--- src/rtl/fifo2axis_gear.sv ---
// Read-side gearbox: drains a FWFT FIFO of FDW-bit words into an AXI4-Stream
// video master, releasing one output line per credited input line.
module fifo2axis_gear #(
    parameter int FDW             = 128,
    parameter int FAW             = 8,
    parameter int AXIS_DATA_WIDTH = 32,
    parameter int LINE_BEATS      = 320,
    parameter int FRAME_LINES     = 1024,
    parameter int FRAME_DELAY     = 2,
    parameter int CREDIT_W        = 4,
    parameter bit SLICE_MSB_FIRST = 1'b1,
    parameter bit WAIT_FULL_LINE  = 1'b0
) (
    input  logic                         M_AXIS_ACLK,
    input  logic                         M_AXIS_ARESETN,
    input  logic                         S_AXIS_TVALID,
    input  logic                         S_AXIS_TREADY,
    input  logic                         S_AXIS_TLAST,
    input  logic                         S_AXIS_USER,
    output logic                         M_AXIS_TVALID,
    output logic [AXIS_DATA_WIDTH-1:0]   M_AXIS_TDATA,
    output logic [AXIS_DATA_WIDTH/8-1:0] M_AXIS_TSTRB,
    output logic                         M_AXIS_TLAST,
    output logic                         M_AXIS_USER,
    input  logic                         M_AXIS_TREADY,
    output logic                         brd_rdy,
    input  logic                         brd_vld,
    input  logic [FDW-1:0]               brd_din,
    input  logic                         brd_empty,
    input  logic [FAW:0]                 brd_cnt,
    input  logic                         err_clr,
    output logic [CREDIT_W-1:0]          credit_cnt,
    output logic                         underrun_err,
    output logic                         credit_ovf
);

    // state | meaning
    // IDLE  | waiting for a line credit (and a full line in the FIFO if enabled)
    // SEND  | fetching words and emitting the beats of one line

    localparam int W   = AXIS_DATA_WIDTH;
    localparam int R   = FDW / W;
    localparam int WPL = LINE_BEATS / R;
    localparam int SW  = (R > 1) ? $clog2(R) : 1;
    localparam int BW  = $clog2(LINE_BEATS + 1);
    localparam int WW  = $clog2(WPL + 1);
    localparam int LW  = (FRAME_LINES > 1) ? $clog2(FRAME_LINES) : 1;
    localparam int FW  = 10;

    localparam logic [BW-1:0]  LAST_BEAT  = BW'(LINE_BEATS - 1);
    localparam logic [WW-1:0]  WPL_W      = WW'(WPL);
    localparam logic [FAW:0]   WPL_C      = (FAW+1)'(WPL);
    localparam logic [LW-1:0]  LAST_LINE  = LW'(FRAME_LINES - 1);
    localparam logic [FW-1:0]  FD_C       = FW'(FRAME_DELAY);
    localparam logic [SW-1:0]  LAST_SLICE = SW'(R - 1);

    typedef enum logic {IDLE, SEND} state_t;

    state_t                state_q, state_d;
    logic [FW-1:0]         sof_cnt_q, sof_cnt_d;
    logic [CREDIT_W-1:0]   credit_q, credit_d;
    logic [BW-1:0]         beat_idx_q, beat_idx_d;
    logic [WW-1:0]         words_q, words_d;
    logic [LW-1:0]         line_idx_q, line_idx_d;
    logic [FDW-1:0]        buf_q, buf_d;
    logic                  buf_valid_q, buf_valid_d;
    logic                  underrun_q, underrun_d;
    logic                  ovf_q, ovf_d;

    logic                  in_hs, credit_evt, start, tvalid, tx, line_end;
    logic                  last_slice, fetch_ok, pop, underrun_set;
    logic [SW-1:0]         slice;
    logic [W-1:0]          beat_sel [2**SW];
    logic                  unused_empty;

    assign unused_empty = brd_empty;

    assign in_hs      = S_AXIS_TVALID & S_AXIS_TREADY;
    assign credit_evt = in_hs & S_AXIS_TLAST & (sof_cnt_q == FD_C);

    assign slice      = SW'(beat_idx_q % BW'(R));
    assign last_slice = (slice == LAST_SLICE);
    assign tvalid     = (state_q == SEND) & buf_valid_q;
    assign tx         = tvalid & M_AXIS_TREADY;
    assign line_end   = tx & (beat_idx_q == LAST_BEAT);
    assign fetch_ok   = (state_q == SEND) & (words_q < WPL_W);
    assign brd_rdy    = fetch_ok & (~buf_valid_q | (tx & last_slice));
    assign pop        = brd_rdy & brd_vld;
    assign underrun_set = fetch_ok & ~buf_valid_q & ~brd_vld;

    assign start = (state_q == IDLE) & (credit_q != '0) &
                   (~WAIT_FULL_LINE | (brd_cnt >= WPL_C));

    for (genvar k = 0; k < 2**SW; k++) begin : g_slice
        if (k >= R) begin : g_pad
            assign beat_sel[k] = '0;
        end else if (SLICE_MSB_FIRST) begin : g_msb
            assign beat_sel[k] = buf_q[FDW-1-k*W -: W];
        end else begin : g_lsb
            assign beat_sel[k] = buf_q[k*W +: W];
        end
    end

    assign M_AXIS_TVALID = tvalid;
    assign M_AXIS_TDATA  = beat_sel[slice];
    assign M_AXIS_TSTRB  = '1;
    assign M_AXIS_TLAST  = tvalid & (beat_idx_q == LAST_BEAT);
    assign M_AXIS_USER   = tvalid & (line_idx_q == '0) & (beat_idx_q == '0);
    assign credit_cnt    = credit_q;
    assign underrun_err  = underrun_q;
    assign credit_ovf    = ovf_q;

    always_comb begin
        state_d     = state_q;
        sof_cnt_d   = sof_cnt_q;
        credit_d    = credit_q;
        beat_idx_d  = beat_idx_q;
        words_d     = words_q;
        line_idx_d  = line_idx_q;
        buf_d       = buf_q;
        buf_valid_d = buf_valid_q;
        ovf_d       = ovf_q & ~err_clr;
        underrun_d  = underrun_set | (underrun_q & ~err_clr);

        if (in_hs & S_AXIS_USER & (sof_cnt_q < FD_C)) begin
            sof_cnt_d = sof_cnt_q + FW'(1);
        end

        case (state_q)
            IDLE: begin
                if (start) begin
                    state_d    = SEND;
                    beat_idx_d = '0;
                    words_d    = '0;
                end
            end
            SEND: begin
                if (tx) begin
                    beat_idx_d = beat_idx_q + BW'(1);
                end
                if (line_end) begin
                    state_d = IDLE;
                end
            end
            default: state_d = IDLE;
        endcase

        // A pop on the last slice refills the buffer with no bubble.
        if (pop) begin
            buf_d       = brd_din;
            buf_valid_d = 1'b1;
            words_d     = words_q + WW'(1);
        end else if (tx & last_slice) begin
            buf_valid_d = 1'b0;
        end

        if (line_end) begin
            line_idx_d = (line_idx_q == LAST_LINE) ? '0 : line_idx_q + LW'(1);
        end

        case ({credit_evt, start})
            2'b10: begin
                if (credit_q == '1) begin
                    ovf_d = 1'b1;
                end else begin
                    credit_d = credit_q + CREDIT_W'(1);
                end
            end
            2'b01:   credit_d = credit_q - CREDIT_W'(1);
            default: credit_d = credit_q;
        endcase
    end

    always_ff @(posedge M_AXIS_ACLK or negedge M_AXIS_ARESETN) begin
        if (!M_AXIS_ARESETN) begin
            state_q     <= IDLE;
            sof_cnt_q   <= '0;
            credit_q    <= '0;
            beat_idx_q  <= '0;
            words_q     <= '0;
            line_idx_q  <= '0;
            buf_q       <= '0;
            buf_valid_q <= 1'b0;
            underrun_q  <= 1'b0;
            ovf_q       <= 1'b0;
        end else begin
            state_q     <= state_d;
            sof_cnt_q   <= sof_cnt_d;
            credit_q    <= credit_d;
            beat_idx_q  <= beat_idx_d;
            words_q     <= words_d;
            line_idx_q  <= line_idx_d;
            buf_q       <= buf_d;
            buf_valid_q <= buf_valid_d;
            underrun_q  <= underrun_d;
            ovf_q       <= ovf_d;
        end
    end

endmodule
--- config.mk ---
export PLATFORM = sky130hd
export DESIGN_NAME = fifo2axis_gear
export DESIGN_NICKNAME = d
export VERILOG_FILES = /design/src/rtl/fifo2axis_gear.sv
export SDC_FILE = /design/constraint.sdc
export NUM_CORES = 1
export LEC_CHECK = 0
export CAP_MARGIN = 20
export CORE_AREA = 2 2 149 151
export CTS_CLUSTER_SIZE = 40
export DETAILED_ROUTE_END_ITERATION = 16
export DIE_AREA = 0 0 151 153
export PLACE_DENSITY = 0.64
export SLEW_MARGIN = 20
export SYNTH_ARGS = -nofsm -noshare
export SYNTH_HDL_FRONTEND = slang
export SYNTH_SLANG_ARGS = --single-unit
--- constraint.sdc ---
create_clock -name M_AXIS_ACLK -period 5.6 [get_ports M_AXIS_ACLK]
set_clock_uncertainty 0.2 [all_clocks]
set_input_delay 0.56 -clock M_AXIS_ACLK [delete_from_list [all_inputs] [get_ports M_AXIS_ACLK]]
set_output_delay 0.56 -clock M_AXIS_ACLK [all_outputs]
set_load 0.01 [all_outputs]
Yosys cells after proc, flatten, opt, wreduce, memory -nomap -nowiden
Index checks and enable logic that the tools add are counted. Widths: inputs -> output; s select.

Input bits: 147. Bits in registers: 172.

Order comparisons: 3. Bitwise operators: 27. $add $sub $neg: 6. Eq/ne operators: 11. Reductions and logical operators: 9. Mux-type cells: 19.

Operators by type and width (count): $bmux 32 s2 (1); $mux 32 (2); $mux 7 (3); $add 10x1->10 const B (2); $and 1x1->1 (20); $mux 9 (2); $pmux 9 s2 (1); $eq 10x10->1 const B (1); $eq 10x2->1 const B (1); $logic_not 10->1 (1); $lt 10x2->1 const B (1); $mux 10 (1); $add 9x1->9 const B (1); $eq 9x9->1 const B (1); $logic_not 9->1 (1); $pmux 4 s2 (1); $add 7x1->7 const B (1); $lt 7x7->1 const B (1); $mux 1 (6); $reduce_and 2->1 (3); $reduce_bool 2->1 (3); $add 4x1->4 const B (1); $eq 2x2->1 const B (2); $eq 4x4->1 const B (1); 11 further kinds (17).

Logic depth before layout (Yosys ltp)
Depth in word-level cells: 8. Depth in mapped cells: 11. Gate-level depth less buffers: 11.

Worst setup path after synthesis
OpenSTA, ideal clock, no wires.

Path kind: flip-flop to flip-flop. From: register sof_cnt_q[3]. To: register credit_q[3] (netlist: credit_cnt[3]). Buffers on the path: 0. Period minus slack after synthesis: 2.806 ns. Stages on the path, launching flop included: 10. Arrival time: 2.516 ns. Setup slack: 2.794 ns. Path through: dfrtp_1 or4_4 nor4_4 nand2b_1 inv_1 ha_1 a21o_1 a21oi_1 or4b_1 o2111ai_1.

Cells in the longest elaborated chain, start to end: 5. Elaborated cells on any way between the ends: 8.

RTL lines: from (decl) (RTL line 60) `logic [FW-1:0] sof_cnt_q, sof_cnt_d;`; from (signal assigned) (RTL line 188) `sof_cnt_q <= sof_cnt_d;`; $eq 10x2->1 * (RTL line 79) `assign credit_evt = in_hs & S_AXIS_TLAST & (sof_cnt_q == FD_C);`; $and 1x1->1 * (RTL line 79); $eq 2x2->1 or $eq 2x1->1 (tied branches) (RTL line 161) `case ({credit_evt, start})`; $ne 2x2->1 (no line) or $reduce_bool 2->1 (tied branches); $reduce_and 2->1 (no line); to (signal assigned) (RTL line 189) `credit_q <= credit_d;`; to (decl) (RTL line 61) `logic [CREDIT_W-1:0] credit_q, credit_d;`.

Every way passes the cells marked *; elsewhere a longest branch is shown, timed or not. A chain may end at the register's enable or synchronous reset.

Worst setup path after layout
From: register beat_idx_q[1]. To: output brd_rdy.

Cells in the longest elaborated chain, start to end: 4.

RTL lines: from (decl) (RTL line 62) `logic [BW-1:0] beat_idx_q, beat_idx_d;`; from (signal assigned) (RTL line 190) `beat_idx_q <= beat_idx_d;`; $eq 2x2->1 (RTL line 82) `assign last_slice = (slice == LAST_SLICE);`; $and 1x1->1 (RTL line 87) `assign brd_rdy = fetch_ok & (~buf_valid_q | (tx & last_slice));`; $or 1x1->1 (RTL line 87); $and 1x1->1 (RTL line 87); to (decl) (RTL line 26) `output logic brd_rdy,`.

Every way passes these cells.

==> out/metrics.yaml <==
status: "finished clean"
grt_first_pass_wirelength_microns: 28300
cellLeakagePower_nw: 4.32
layout-drive-gt1-share_pct: 28.5
p_sw_share_pct: 29.9
antenna_found_initial: 0
cts_sinks: 172
ff2ff_setup_slack_ns: 2.13
power.net_switching_mw: 1.63
synthSimpleGateAreaFrac_pct: 6.88
synth_area_leaders: "dfrtp_1 (55%), mux2_2 (19%), mux4_2 (9.2%)"
crit_path_end_kind: "primary output"
grt_max_degree: 63
irDropWorstVdd_uv: 241
cts_setup_buffers: 0
synth_top_area_share_pct: 55.2
hold_path_class: "reg2reg"
start_util_pct: 36.3
fillers: 1872
grt-ovfl-total: 0
synth_common_cells: "dfrtp_1 (172), mux2_2 (130), mux4_2 (32)"
dr.pass1.iters: 6
synth.avg_cell_area_sq_um: 14.1
dp.cells: 981
worstSetupPathType: "reg2out"
hpwl_microns: 12100
critPathLaunchType: "flip-flop"
htreeDepth: 4
clk_latency_ns: 0.42
fin_nets: 878
utilization_pct: 48.5
multi_input_area_sq_um: 3270
min_path_cells: 0
yosys_warnings: 0
cts_made_buffers: 17
tns_ns: 0
cts_tree: "built"
fp-row-count: 54
hold_end: "sof_cnt_q[8]"
synth_xor_area_share_pct: 1.46
syn_area_sq_um: 7800
synth_compound_area_share_pct: 3.26
timing.fmax_mhz: 276
routabilityCongestion: 0.802
power_density_nw_per_um2: 523
ioPinCount: 193
seq_power_share_pct: 38.9
synth_seq_cells: 172
wire_per_inst_microns: 17.0
drc: 0
cp_max_fo: 35
cp.required_ns: 4.84
max_cap_viol_count: 0
clk_path_buf_depth: 2
synthFlopType: "dfrtp_1"
setup_slack_ns: 1.97
drv_slew: 0
synthToLayoutAreaGrowth_pct: 33.7
timing.rr.start: "beat_idx_q[1]"
worstMarginPinSlew_ns: 1.03
finalCritPeriodShare_pct: 64.7
synth.most_common_cell: "dfrtp_1"
worstHoldStart: "sof_cnt_q[8]"
cts_root_buf: "clkbuf_16"
hold_viol: 0
ant_nets: 0
grt_pass1_vias: 5564
antennaDiodeCount: 0
reg2reg_depth: 6
async_flop_share_pct: 100
p_int_mw: 3.82
power.share.combinational_pct: 39.7
stdcell_count: 1014
p_total_mw: 5.45
drt-vias-per-instance: 4.97
synth_edf_count: 0
synth_mux_area_share_pct: 28.3
worstSetupStartpoint: "beat_idx_q[1]"
via_count: 5043
clockPowerShare_pct: 21.4
r2r-end: "beat_sel[74]"
synthAdderAreaFrac_pct: 1.70
io_buffers: 178
die_h_microns: 153
grt_util_all_layers_pct: 15.6
synth_top_family_by_area: "multiplexers"
clk_pin_slew_ns: 0.07
finalSetupViolations: 0
synth_cells: 554
fin_crit_ns: 3.63
place_ws_ns: 2.11
die_w_microns: 151
cts_resized: 0
fp.dieArea_sq_um: 23100
final-seq-area_sq_um: 4310
rsz0062_at_grt: "false"
ys_types: 47
wl_microns: 17200
drt_iter0_drc: 189
synth_top_cell_by_area: "dfrtp_1"
cp.arrival_ns: 2.87
coreArea_sq_um: 21500
slew_headroom_pct: 31.2
ys_seq_area_share_pct: 55.2
## sequential cells by signal (all words and copies together), names as in the netlist
name and flops:
beat_idx_q 9, beat_sel 128, buf_valid_q 1, credit_cnt 4, credit_ovf 1, line_idx_q 10, sof_cnt_q 10, state_q 1
underrun_err 1, words_q 7
## area by class of cell
cell class | count | share of cell area (%)
clock buffers | 19 | 4.35
clock inverters | 13 | 1.27
inverters | 18 | 0.648
multi-input cells | 327 | 31.4
flip-flops and latches | 172 | 41.3
well taps | 280 | 3.36
repair buffers | 185 | 17.6
## per-stage QoR
| stage | area [sq um] | hold slack, ns |
|---|---|---|
| final | 10400 | 0.167 |
| after global routing | 10400 | 0.176 |
| after CTS | 10400 | 0.173 |
| after detailed placement | 9830 | 0.158 |
| after global placement | 9830 | 0.160 |
| after floorplan | 7810 | 0.0644 |
## power by group through the flow
| stage | registers (mW) | logic, mW | clock network [mW] |
|---|---|---|---|
| 6_report | 2.12 | 2.16 | 1.16 |
| 5_1_grt | 2.20 | 2.35 | 1.26 |
| 4_1_cts | 2.13 | 2.21 | 1.20 |
| 3_5_place_dp | 2.15 | 2.20 | 0 |
| 3_3_place_gp | 2.10 | 2.14 | 0 |
| 2_1_floorplan | 1.99 | 1.42 | 0 |
## cell families after synthesis
group | after synthesis
other | 1
XOR/XNOR | 13
adder cells (fa/ha/maj) | 10
flip-flops | 172
AO/OA/AOI/OAI | 35
multiplexers | 164
AND/OR/NAND/NOR | 101
buffers and inverters | 58
## what timing repair did
action,in CTS,in global routing
hold buffers,1,0
endpoints found under the hold margin,53,0
endpoints found under the setup margin,0,0
## routing by layer
metal	wire [microns]	track usage (%)	up-vias
li1	-	-	2335
met1	7360	19.4	2565
met2	8480	25.8	125
met3	1090	4.51	18
met4	276	5.61	0
met5	0	0	-
## how the worst max path moves through the flow
stage               endpoint  slack [ns]  depth (start not counted)
2_1_floorplan  credit_cnt[3]        2.79                          9
3_3_place_gp   beat_sel[110]        2.17                          6
3_5_place_dp   beat_sel[111]        2.11                          6
4_1_cts              brd_rdy        1.90                          5
5_1_grt              brd_rdy        1.78                          5
6_report             brd_rdy        1.97                          5
## layout by cell type (no fill, tap or decap), drive strengths merged, types with 4 or more instances in the layout
cell           count
nor4               7
nand2             24
clkinvlp           4
inv               23
and2               4
nor3               9
nor2              15
mux4              32
nand4              4
xnor2              7
clkbuf            19
dfrtp            172
o21ai              8
conb               4
clkdlybuf4s50    177
buf                7
xor2               6
nand3             18
mux2             130
ha                 9
## critical path, stage by stage (launching register included)
cell             delay, ns
dfrtp_2               1.05
ha_1                  0.36
and2_1                0.21
nand2_1               0.08
a21oi_1               0.18
clkdlybuf4s50_1       0.56
(Power assumes the default switching activity.)
